### src/rtl/cloud_pkg.sv
// cloud_pkg: shared types, field widths and the LFSR step function used by
// the cloud scheduler and its LFSR sub-module.
//   sched_state_e : update-engine FSM states
//   cloud_t       : one cloud slot {active, x (signed 11b), y (unsigned 10b)}
//   lfsr_next()   : one step of the 16-bit Galois LFSR
package cloud_pkg;

  localparam int          X_W       = 11;
  localparam int          Y_W       = 10;
  localparam logic [15:0] LFSR_MASK = 16'hB400;

  typedef enum logic [1:0] {
    IDLE  = 2'd0,
    SCAN  = 2'd1,
    SPAWN = 2'd2,
    DONE  = 2'd3
  } sched_state_e;

  typedef struct packed {
    logic           active;
    logic [X_W-1:0] x;      // left edge, two's complement
    logic [Y_W-1:0] y;      // top edge
  } cloud_t;

  // Galois form: shift right, fold the mask in when the bit shifted out is 1
  function automatic logic [15:0] lfsr_next(input logic [15:0] cur);
    return {1'b0, cur[15:1]} ^ (cur[0] ? LFSR_MASK : 16'h0000);
  endfunction

endpackage

### src/rtl/cloud_lfsr.sv
// cloud_lfsr: 16-bit Galois LFSR that advances by one step whenever 'step'
// is high. Provides the pseudo-random spawn height and spawn gap jitter.
//   Clk     in   system clock
//   Reset_n in   asynchronous active-low reset, loads SEED
//   step    in   advance one step this cycle
//   q       out  current LFSR state
module cloud_lfsr
  import cloud_pkg::*;
#(
  parameter logic [15:0] SEED = 16'hACE1
) (
  input  logic        Clk,
  input  logic        Reset_n,
  input  logic        step,
  output logic [15:0] q
);

  logic [15:0] lfsr_r;

  // LFSR state register; holds its value unless stepped
  always_ff @(posedge Clk or negedge Reset_n) begin
    if (!Reset_n) begin
      lfsr_r <= SEED;
    end else if (step) begin
      lfsr_r <= lfsr_next(lfsr_r);
    end else begin
      lfsr_r <= lfsr_r;
    end
  end

  assign q = lfsr_r;

endmodule

### src/rtl/cloud_scheduler.sv
// cloud_scheduler: owns all background cloud slots. On each rising edge of
// the (asynchronous) frame strobe it walks the slots one per cycle, scrolling
// active clouds left and retiring those that have left the screen, then
// optionally spawns a new cloud into the lowest free slot.
//   Clk          in   system clock
//   Reset_n      in   asynchronous active-low reset
//   frame_clk    in   VGA frame strobe, asynchronous to Clk
//   Enable       in   1: frame ticks start updates, 0: ticks ignored
//   Clear        in   synchronous: retire all slots, abort update, reload gap
//   CloudX       out  slot i left edge (signed) at [11i +: 11]
//   CloudY       out  slot i top edge at [10i +: 10]
//   CloudActive  out  slot i valid at [i]
//   Busy         out  update engine not idle
//   FrameDone    out  one-cycle pulse at the end of every completed update
module cloud_scheduler
  import cloud_pkg::*;
#(
  parameter int          NUM_CLOUDS = 4,
  parameter int          CLOUD_W    = 100,
  parameter int          SCREEN_W   = 640,
  parameter int          SPEED      = 1,
  parameter int          Y_BASE     = 20,
  parameter int          SPAWN_GAP  = 120,
  parameter logic [15:0] LFSR_SEED  = 16'hACE1
) (
  input  logic                      Clk,
  input  logic                      Reset_n,
  input  logic                      frame_clk,
  input  logic                      Enable,
  input  logic                      Clear,
  output logic [NUM_CLOUDS*X_W-1:0] CloudX,
  output logic [NUM_CLOUDS*Y_W-1:0] CloudY,
  output logic [NUM_CLOUDS-1:0]     CloudActive,
  output logic                      Busy,
  output logic                      FrameDone
);

  localparam int               IDX_W    = (NUM_CLOUDS > 1) ? $clog2(NUM_CLOUDS) : 1;
  localparam int               CNT_W    = 16;
  localparam logic [IDX_W-1:0] LAST_IDX = IDX_W'(NUM_CLOUDS - 1);
  localparam logic [X_W-1:0]   SPEED_X  = X_W'(SPEED);
  localparam logic [X_W-1:0]   SPAWN_X  = X_W'(SCREEN_W);
  localparam logic [X_W-1:0]   RETIRE_X = X_W'(-CLOUD_W);
  localparam logic [Y_W-1:0]   Y_BASE_Y = Y_W'(Y_BASE);
  localparam logic [CNT_W-1:0] GAP_C    = CNT_W'(SPAWN_GAP);

  // Parameter sanity: y must never wrap and the slot count must fit the encoding
  if ((Y_BASE + 127 > 479) || (NUM_CLOUDS < 1) || (NUM_CLOUDS > 8) ||
      (SPEED < 1) || (SPEED > 15) || (LFSR_SEED == 16'h0000)) begin : g_param_check
    $error("cloud_scheduler: illegal parameter combination");
  end

  logic [1:0]       frame_sync_r;
  logic             frame_prev_r;
  logic             tick_r;
  sched_state_e     state_r, state_s;
  logic [IDX_W-1:0] idx_r;
  logic             pending_r;
  cloud_t           slots_r [NUM_CLOUDS];
  logic [CNT_W-1:0] spawn_cnt_r;
  logic             busy_r;
  logic             frame_done_r;
  logic [15:0]      lfsr_q_s;
  logic             lfsr_step_s;
  logic             lfsr_unused_s;
  logic             free_found_s;
  logic [IDX_W-1:0] free_idx_s;
  logic [X_W-1:0]   x_dec_s;
  logic             retire_s;
  logic [Y_W-1:0]   spawn_y_s;
  logic             spawn_now_s;

  // Two-flop synchroniser plus registered rising-edge detector for frame_clk
  always_ff @(posedge Clk or negedge Reset_n) begin
    if (!Reset_n) begin
      frame_sync_r <= 2'b00;
      frame_prev_r <= 1'b0;
      tick_r       <= 1'b0;
    end else begin
      frame_sync_r <= {frame_sync_r[0], frame_clk};
      frame_prev_r <= frame_sync_r[1];
      tick_r       <= frame_sync_r[1] & ~frame_prev_r;
    end
  end

  // FSM next state; Clear overrides everything and lands in IDLE
  always_comb begin
    state_s = state_r;
    if (Clear) begin
      state_s = IDLE;
    end else begin
      case (state_r)
        IDLE:    state_s = (Enable && (tick_r || pending_r)) ? SCAN : IDLE;
        SCAN:    state_s = (idx_r == LAST_IDX) ? SPAWN : SCAN;
        SPAWN:   state_s = DONE;
        DONE:    state_s = IDLE;
        default: state_s = IDLE;
      endcase
    end
  end

  // FSM state, slot index and registered status outputs
  always_ff @(posedge Clk or negedge Reset_n) begin
    if (!Reset_n) begin
      state_r      <= IDLE;
      idx_r        <= '0;
      busy_r       <= 1'b0;
      frame_done_r <= 1'b0;
    end else begin
      state_r      <= state_s;
      idx_r        <= (state_r == SCAN && !Clear && idx_r != LAST_IDX) ? idx_r + 1'b1 : '0;
      busy_r       <= (state_s != IDLE);
      frame_done_r <= (state_r == SPAWN) && !Clear;
    end
  end

  // One-deep memory of a tick that arrived while an update was running
  always_ff @(posedge Clk or negedge Reset_n) begin
    if (!Reset_n) begin
      pending_r <= 1'b0;
    end else if (Clear) begin
      pending_r <= 1'b0;
    end else if (state_r == IDLE && state_s == SCAN) begin
      pending_r <= 1'b0;
    end else if (tick_r && Enable && state_r != IDLE) begin
      pending_r <= 1'b1;
    end else begin
      pending_r <= pending_r;
    end
  end

  // Scroll arithmetic for the slot currently addressed by the scan index
  always_comb begin
    x_dec_s  = slots_r[idx_r].x - SPEED_X;
    retire_s = ($signed(x_dec_s) <= $signed(RETIRE_X));
  end

  // Lowest-index free slot; scanning downward lets the lowest index win
  always_comb begin
    free_found_s = 1'b0;
    free_idx_s   = '0;
    for (int i = NUM_CLOUDS - 1; i >= 0; i--) begin
      if (!slots_r[i].active) begin
        free_found_s = 1'b1;
        free_idx_s   = IDX_W'(i);
      end else begin
        free_found_s = free_found_s;
      end
    end
  end

  assign spawn_y_s     = Y_BASE_Y + {{(Y_W-7){1'b0}}, lfsr_q_s[6:0]};
  assign spawn_now_s   = (state_r == SPAWN) && (spawn_cnt_r == '0) && free_found_s;
  assign lfsr_step_s   = (state_r == SPAWN) && !Clear;
  assign lfsr_unused_s = ^{lfsr_q_s[15:12], lfsr_q_s[7]};

  // Slot array: scroll/retire during SCAN, spawn during SPAWN
  always_ff @(posedge Clk or negedge Reset_n) begin
    if (!Reset_n) begin
      for (int i = 0; i < NUM_CLOUDS; i++) begin
        slots_r[i].active <= 1'b0;
        slots_r[i].x      <= SPAWN_X;
        slots_r[i].y      <= Y_BASE_Y;
      end
    end else if (Clear) begin
      for (int i = 0; i < NUM_CLOUDS; i++) begin
        slots_r[i].active <= 1'b0;
      end
    end else if (state_r == SCAN && slots_r[idx_r].active) begin
      slots_r[idx_r].x      <= x_dec_s;
      slots_r[idx_r].active <= ~retire_s;
    end else if (spawn_now_s) begin
      slots_r[free_idx_s].active <= 1'b1;
      slots_r[free_idx_s].x      <= SPAWN_X;
      slots_r[free_idx_s].y      <= spawn_y_s;
    end
  end

  // Frames remaining before the next spawn; a blocked spawn keeps it at zero
  always_ff @(posedge Clk or negedge Reset_n) begin
    if (!Reset_n) begin
      spawn_cnt_r <= '0;
    end else if (Clear) begin
      spawn_cnt_r <= GAP_C;
    end else if (state_r == SPAWN) begin
      if (spawn_cnt_r != '0) begin
        spawn_cnt_r <= spawn_cnt_r - 1'b1;
      end else if (free_found_s) begin
        spawn_cnt_r <= GAP_C + CNT_W'(lfsr_q_s[11:8]);
      end else begin
        spawn_cnt_r <= '0;
      end
    end
  end

  cloud_lfsr #(
    .SEED (LFSR_SEED)
  ) u_lfsr (
    .Clk     (Clk),
    .Reset_n (Reset_n),
    .step    (lfsr_step_s),
    .q       (lfsr_q_s)
  );

  for (genvar gi = 0; gi < NUM_CLOUDS; gi++) begin : g_flatten
    assign CloudX[gi*X_W +: X_W] = slots_r[gi].x;
    assign CloudY[gi*Y_W +: Y_W] = slots_r[gi].y;
    assign CloudActive[gi]       = slots_r[gi].active;
  end

  assign Busy      = busy_r;
  assign FrameDone = frame_done_r;

endmodule

### config.mk
export PLATFORM = sky130hd
export DESIGN_NAME = cloud_scheduler
export DESIGN_NICKNAME = d
export VERILOG_FILES = /design/src/rtl/cloud_pkg.sv /design/src/rtl/cloud_lfsr.sv /design/src/rtl/cloud_scheduler.sv
export SDC_FILE = /design/constraint.sdc
export NUM_CORES = 1
export LEC_CHECK = 0
export CORE_MARGIN = 3
export CORE_UTILIZATION = 54
export CTS_BUF_LIST = sky130_fd_sc_hd__clkbuf_4 sky130_fd_sc_hd__clkbuf_8 sky130_fd_sc_hd__clkbuf_16
export DETAILED_ROUTE_END_ITERATION = 8
export GPL_TIMING_DRIVEN = 0
export PLACE_DENSITY_LB_ADDON = 0.08
export REMOVE_ABC_BUFFERS = 1
export SLEW_MARGIN = 15
export SYNTH_ARGS = -nofsm -noshare
export SYNTH_HDL_FRONTEND = slang
export SYNTH_SLANG_ARGS = --single-unit
### constraint.sdc
create_clock -name Clk -period 3.7 [get_ports Clk]
set_input_delay 0.555 -clock Clk [delete_from_list [all_inputs] [get_ports Clk]]
set_output_delay 0.555 -clock Clk [all_outputs]
set_load 0.02 [all_outputs]
Word-level counts from Yosys, hierarchy flattened
Cells that the tools add are included.

storage, ports and cells
  register bits after elaboration = 131
  input port bits = 5
  output and inout bits = 90
  logic and storage cells = 114

cells by class
  add/sub/neg operators = 5
  magnitude comparators = 5
  equality and inequality tests = 6
  muxes and demuxes = 45
  bitwise logic cells = 7
  reduce and logical (&&, ||, !) cells = 24

operator list
  kind                                                   number
  bitwise mux 88 bit                                     5
  demux 22 bit (select 2 bit)                            5
  2-to-1 mux 88 bit                                      2
  2-to-1 mux 22 bit                                      4
  2-to-1 mux 16 bit                                      4
  binary-select mux 22 bit (select 2 bit)                1
  2-to-1 mux 21 bit                                      2
  logical NOT 16 bit                                     1
  nonzero test 16 bit                                    1
  subtractor 16 x 1 -> 16 bit (second input constant)    1
  XOR 15 x 16 -> 16 bit                                  1
  2-to-1 mux 2 bit                                       7
  logical AND 1 bit                                      12
  2-to-1 mux 1 bit                                       12
  <= comparator 11 x 8 -> 1 bit (second input constant)  1
  subtractor 11 x 1 -> 11 bit (second input constant)    1
  2-to-1 mux 10 bit                                      1
  adder 5 x 7 -> 8 bit (first input constant)            1
  adder 7 x 4 -> 8 bit (first input constant)            1
  2-to-1 mux 8 bit                                       1
  case mux 2 bit (4 select lines)                        1
  nonzero test 2 bit                                     4
  equality test 2 bit (second input constant)            3
  >= comparator 3 bit (second input constant)            2
  12 further kinds                                       18

Logic depth before layout (Yosys ltp)
  depth in word-level cells = 15
  mapped depth = 10

By module
Synthesis repeated with hierarchy kept, for this count alone.

unflattened totals
  cell total of the unflattened synthesis = 538
  area total of the unflattened synthesis = 5816.8 µm²

modules (own cells, without submodules)
  module           times used  cells each  area an instance (µm²)  sequential area each (µm²)
  cloud_scheduler  1           498         5161.2                  2697.6
  cloud_lfsr       1           40          655.6                   410.4

Worst setup path before layout
OpenSTA, ideal clock, no wires.

  path kind = reg-to-reg
  start point = reg idx_r[0]
  end point = reg slots_r (netlist bit CloudActive[0])
  library setup time = 0.087 ns
  data arrival time = 2.970 ns
  slack = 0.643 ns
  stages on the path, launching flop included = 11
  buffers on the path = 2
  clock period less this slack = 3.057 ns
  path through = dfrtp_1 -> buf_6 -> mux4_1 -> inv_1 -> ha_1 -> and4_1 -> dlygate4sd1_1 -> nor3_1 -> or4b_2 -> a32o_2 -> a211oi_2

on the way
  word-level cells in the longest chain between the ends = 10

ends and longest elaborated chain
  what                                                  RTL line                                        source
  start, declared                                       cloud_scheduler.sv:57                           logic [IDX_W-1:0] idx_r;
  start signal, assigned                                cloud_scheduler.sv:111                          idx_r <= (state_r == SCAN && !Clear && idx_r != LAST_IDX) ? idx_r + 1'b1 : '0;
  inverter 2 -> 3 bit *                                 -
  binary-select mux 22 bit (select 2 bit)               cloud_scheduler.sv:134, cloud_scheduler.sv:169
  2-to-1 mux 22 bit (not written as such) (2 in a row)  cloud_scheduler.sv:169                          end else if (state_r == SCAN && slots_r[idx_r].active) begin
  subtractor 11 x 1 -> 11 bit                           cloud_scheduler.sv:134                          x_dec_s = slots_r[idx_r].x - SPEED_X;
  <= comparator 11 x 8 -> 1 bit                         cloud_scheduler.sv:135                          retire_s = ($signed(x_dec_s) <= $signed(RETIRE_X));
  inverter 1 bit                                        cloud_scheduler.sv:171                          slots_r[idx_r].active <= ~retire_s;
  bitwise mux 88 bit                                    cloud_scheduler.sv:171
  2-to-1 mux 88 bit                                     cloud_scheduler.sv:169
  2-to-1 mux 1 bit                                      cloud_scheduler.sv:165                          end else if (Clear) begin
  end, declared                                         cloud_scheduler.sv:59                           cloud_t slots_r [NUM_CLOUDS];

Every way passes the cells marked *; elsewhere a longest branch is shown, timed or not. The select of a mux whose other input is x is not followed.
A chain may end at the register's enable or synchronous reset.

Worst setup path in the final report
  start point = reg idx_r[0]
  end point = reg slots_r (netlist bit CloudActive[2])

Same word-level chain as after synthesis.

==> impl_metrics.tcl <==
set metrics [dict create \
    dr.first_iter.drc_count 247 \
    min_from "frame_sync_r[0]" \
    place.detailed.hpwl_um 9570 \
    nFillCells 787 \
    power_mw 3.24 \
    switching_share_pct 24.3 \
    cts-buffers-inserted 17 \
    antenna_left 0 \
    path_delay_family "simple AND/OR/NAND/NOR gates" \
    finalWorstPathRequiredPeriod_ns 3.46 \
    rsz0062_at_grt "no" \
    dieArea_um2 12200 \
    seq_area_frac_synth_pct 52.6 \
    crit_buf_inv 1 \
    switching_power_mw 0.787 \
    clock_skew_ns 0.00698 \
    io_pins 95 \
    path_clk_slew_ns 0.06 \
    cts_root_buf "clkbuf_8" \
    die_w_um 111 \
    coreArea_um2 10500 \
    status "finished, final reports clean" \
    multi_input_area_um2 2560 \
    final-hold-violation-count 0 \
    max_freq_ghz 0.289 \
    r2r_start "idx_r[0]" \
    grt_use_total_pct 23.7 \
    fin_setup_tns_ns 0 \
    antenna_found_initial 0 \
    power_density_nw_per_um2 439 \
    start_util_pct 56.5 \
    pwr-share-clk_pct 49.3 \
    synth-simple-area-share_pct 14.2 \
    arrival_ns 3.87 \
    synth-edff-count 0 \
    endpoint_kind "register" \
    async_reset_ff_share_pct 100 \
    fin_cells 785 \
    cp_cell_sequence "mux4_1 > inv_1 > ha_1 > xnor2_1 > or2_2 > or4b_2 > a32o_2 > a211oi_2" \
    io_buffers 86 \
    wire_per_inst_um 18.0 \
    drtPass1Iterations 5 \
    synth.avg_cell_area_um2 10.7 \
    startpoint "idx_r[0]" \
    dp.cells 752 \
    yosys.area_share.adder_pct 1.69 \
    num_antenna_cells 0 \
    setup_ws_ns 0.243 \
    grt_pass1_vias 4558 \
    synth_cells 554 \
    gp_congestion 0.902 \
    ys_types 60 \
    grt_max_degree 81 \
    required_ns 4.11 \
    nets 649 \
    vias 4568 \
    final_max_slew_viol_count 0 \
    max-clock-path-buffers 2 \
    critPathLaunchType "register" \
    crit_path_max_fanout 20 \
    setup_viol 0 \
    synth_compound_area_share_pct 12.7 \
    via_per_inst 5.82 \
    slowest_delay_ns 0.73 \
    period_share_pct 93.4 \
    slowest_stage "dfrtp_2" \
    cts-htree-levels 4 \
    p_int_mw 2.45 \
    area.growth.synth_to_final_pct 25.0 \
    cts_setup_buffers 0 \
    drive_gt1_share_pct 15.6 \
    ys_seq_elements 123 \
    grt_pass1_wl_um 23300 \
    seqPwrFrac_pct 43.5 \
    num_rows 37 \
    final_util_pct 70.6 \
    yosysWarningCount 0 \
    regArea_um2 3110 \
    route.detailed.drc 0 \
    maxCapViolations 0 \
    post-place-ws_ns -0.112 \
    crit_type "reg -> reg" \
    synth_top_family_by_area "simple AND/OR/NAND/NOR gates" \
    hp-class "reg -> reg" \
    routed_wirelength_um 14100 \
    relSlewSlack_pct 33.4 \
    peakVddDrop_mv 0.270 \
    tritoncts "done" \
    die_h_um 111 \
    worstMarginPinSlew_ns 0.993 \
    worstSkewPairLatency_ns 0.52 \
    synth.area.mux_share_pct 11.8 \
    syn_area_um2 5910 \
    p_leak_nw 3.15 \
    combPwrFrac_pct 7.2 \
    cts_num_sinks 123 \
    overflow 0 \
    synth_ff_type "dfrtp_1" \
    synthXorXnorAreaFrac_pct 2.37 \
]
==> path summary, 6_finish.rpt <==
path / cells after the start / end / slack [ns]
min in group asynchronous: 2 / CloudX[0] / 0.53
worst min-delay path: 0 / frame_sync_r[1] / 0.35
max in group asynchronous: 3 / u_lfsr.q[11] / 2.43
worst min register to register: 0 / frame_sync_r[1] / 0.35
worst max-delay path: 8 / CloudActive[2] / 0.24
worst max register to register: 8 / CloudActive[2] / 0.24
==> Yosys cell counts, drive strengths merged, types with 2 or more instances <==
cell type	number	area, um^2
o21ai	61	305
buf	14	106
nor2	42	158
a21o	6	45.0
a31oi	5	31.3
nand4	3	18.8
a211oi	6	60.1
clkbuf	16	70.1
a2111o	2	22.5
nor4	5	31.3
nand2	78	293
nand2b	3	18.8
nor2b	9	56.3
inv	20	75.1
mux2i	10	100
mux2	27	304
a21oi	27	135
dlygate4sd1	2	17.5
or3	7	43.8
a32o	4	41.3
and3	3	18.8
or2	2	12.5
and4	2	17.5
dfrtp	99	2480
nand3	5	25.0
or4	6	45.0
xor2	6	52.6
o31ai	2	15.0
nor3	11	60.1
xnor2	10	87.6
ha	8	100
mux4	12	293
dfstp	24	631
==> state kept, by name (all words and copies together) (netlist names) <==
name / cells
u_lfsr.q: 16
frame_prev_r: 1
CloudX: 44
pending_r: 1
Busy: 1
CloudY: 32
FrameDone: 1
CloudActive: 4
state_r: 2
idx_r: 2
spawn_cnt_r: 16
tick_r: 1
frame_sync_r: 2
==> layout make-up <==
| cell class | count | share of cell area (%) |
|---|---|---|
| sequential | 123 | 42.1 |
| inverter | 20 | 1.02 |
| clock inverter | 14 | 1.98 |
| clock buffer | 18 | 5.79 |
| tap | 136 | 2.30 |
| timing repair buffer | 88 | 12.2 |
| multi-input combinational | 386 | 34.6 |
==> cells by family after synthesis <==
logic type,Yosys count
simple gates,181
compound gates,124
flops,123
buf+inv,52
mux,49
xor+xnor,16
fa+ha+maj,8
other cells,1
==> through the flow <==
stage          hold slack [ns]  instance area [um^2]
2_1_floorplan            0.259                  5740
3_3_place_gp             0.339                  6770
3_5_place_dp             0.340                  6800
4_1_cts                  0.351                  7380
5_1_grt                  0.366                  7380
6_report                 0.350                  7380
==> layout by cell type (no fill, tap or decap), types with 3 or more instances in the layout <==
cell             Yosys  layout
dfrtp_1             99      98
clkdlybuf4s50_1      0      85
nand2_1             78      78
o21ai_0             60      60
nor2_1              42      42
a21oi_1             27      27
mux2_2              27      27
dfstp_2             24      24
inv_1               20      20
clkbuf_16            0      16
nor3_1              10      10
xnor2_1             10      10
mux2i_1             10      10
nor2b_1              9       9
ha_1                 8       8
conb_1               1       8
or3_1                7       7
mux4_2               6       6
mux4_1               6       6
or4_1                6       6
a21o_1               6       6
xor2_1               6       6
clkinvlp_4           0       6
nor4_1               5       5
a31oi_1              5       5
nand3_1              5       5
nand2b_1             3       3
and3_1               3       3
nand4_1              3       3
a211oi_1             3       3
a32o_1               3       3
a211oi_2             3       3
clkinv_2             0       3
==> layer usage <==
layer / track usage (%) / share of wire (%)
met5: 0 / 0
met4: 8.13 / 1.5
met2: 38.0 / 48
met1: 30.7 / 43
met3: 7.29 / 6.8
==> what timing repair did <==
| action | 4_1_cts | 5_1_grt |
|---|---|---|
| setup endpoints to repair | 6 | 0 |
| endpoints found under the hold margin | 41 | 0 |
| resized for setup | 1 | 0 |
| hold buffers | 1 | 0 |
==> power groups by stage <==
stage / Sequential, mW / Combinational [mW] / Clock [mW]
after global placement: 1.43 / 0.224 / 0
after global routing: 1.41 / 0.257 / 1.69
after detailed placement: 1.43 / 0.234 / 0
final: 1.41 / 0.234 / 1.60
after floorplan: 1.45 / 0.0970 / 0
after CTS: 1.41 / 0.236 / 1.62
No activity file was read; power rests on OpenSTA's default activity.
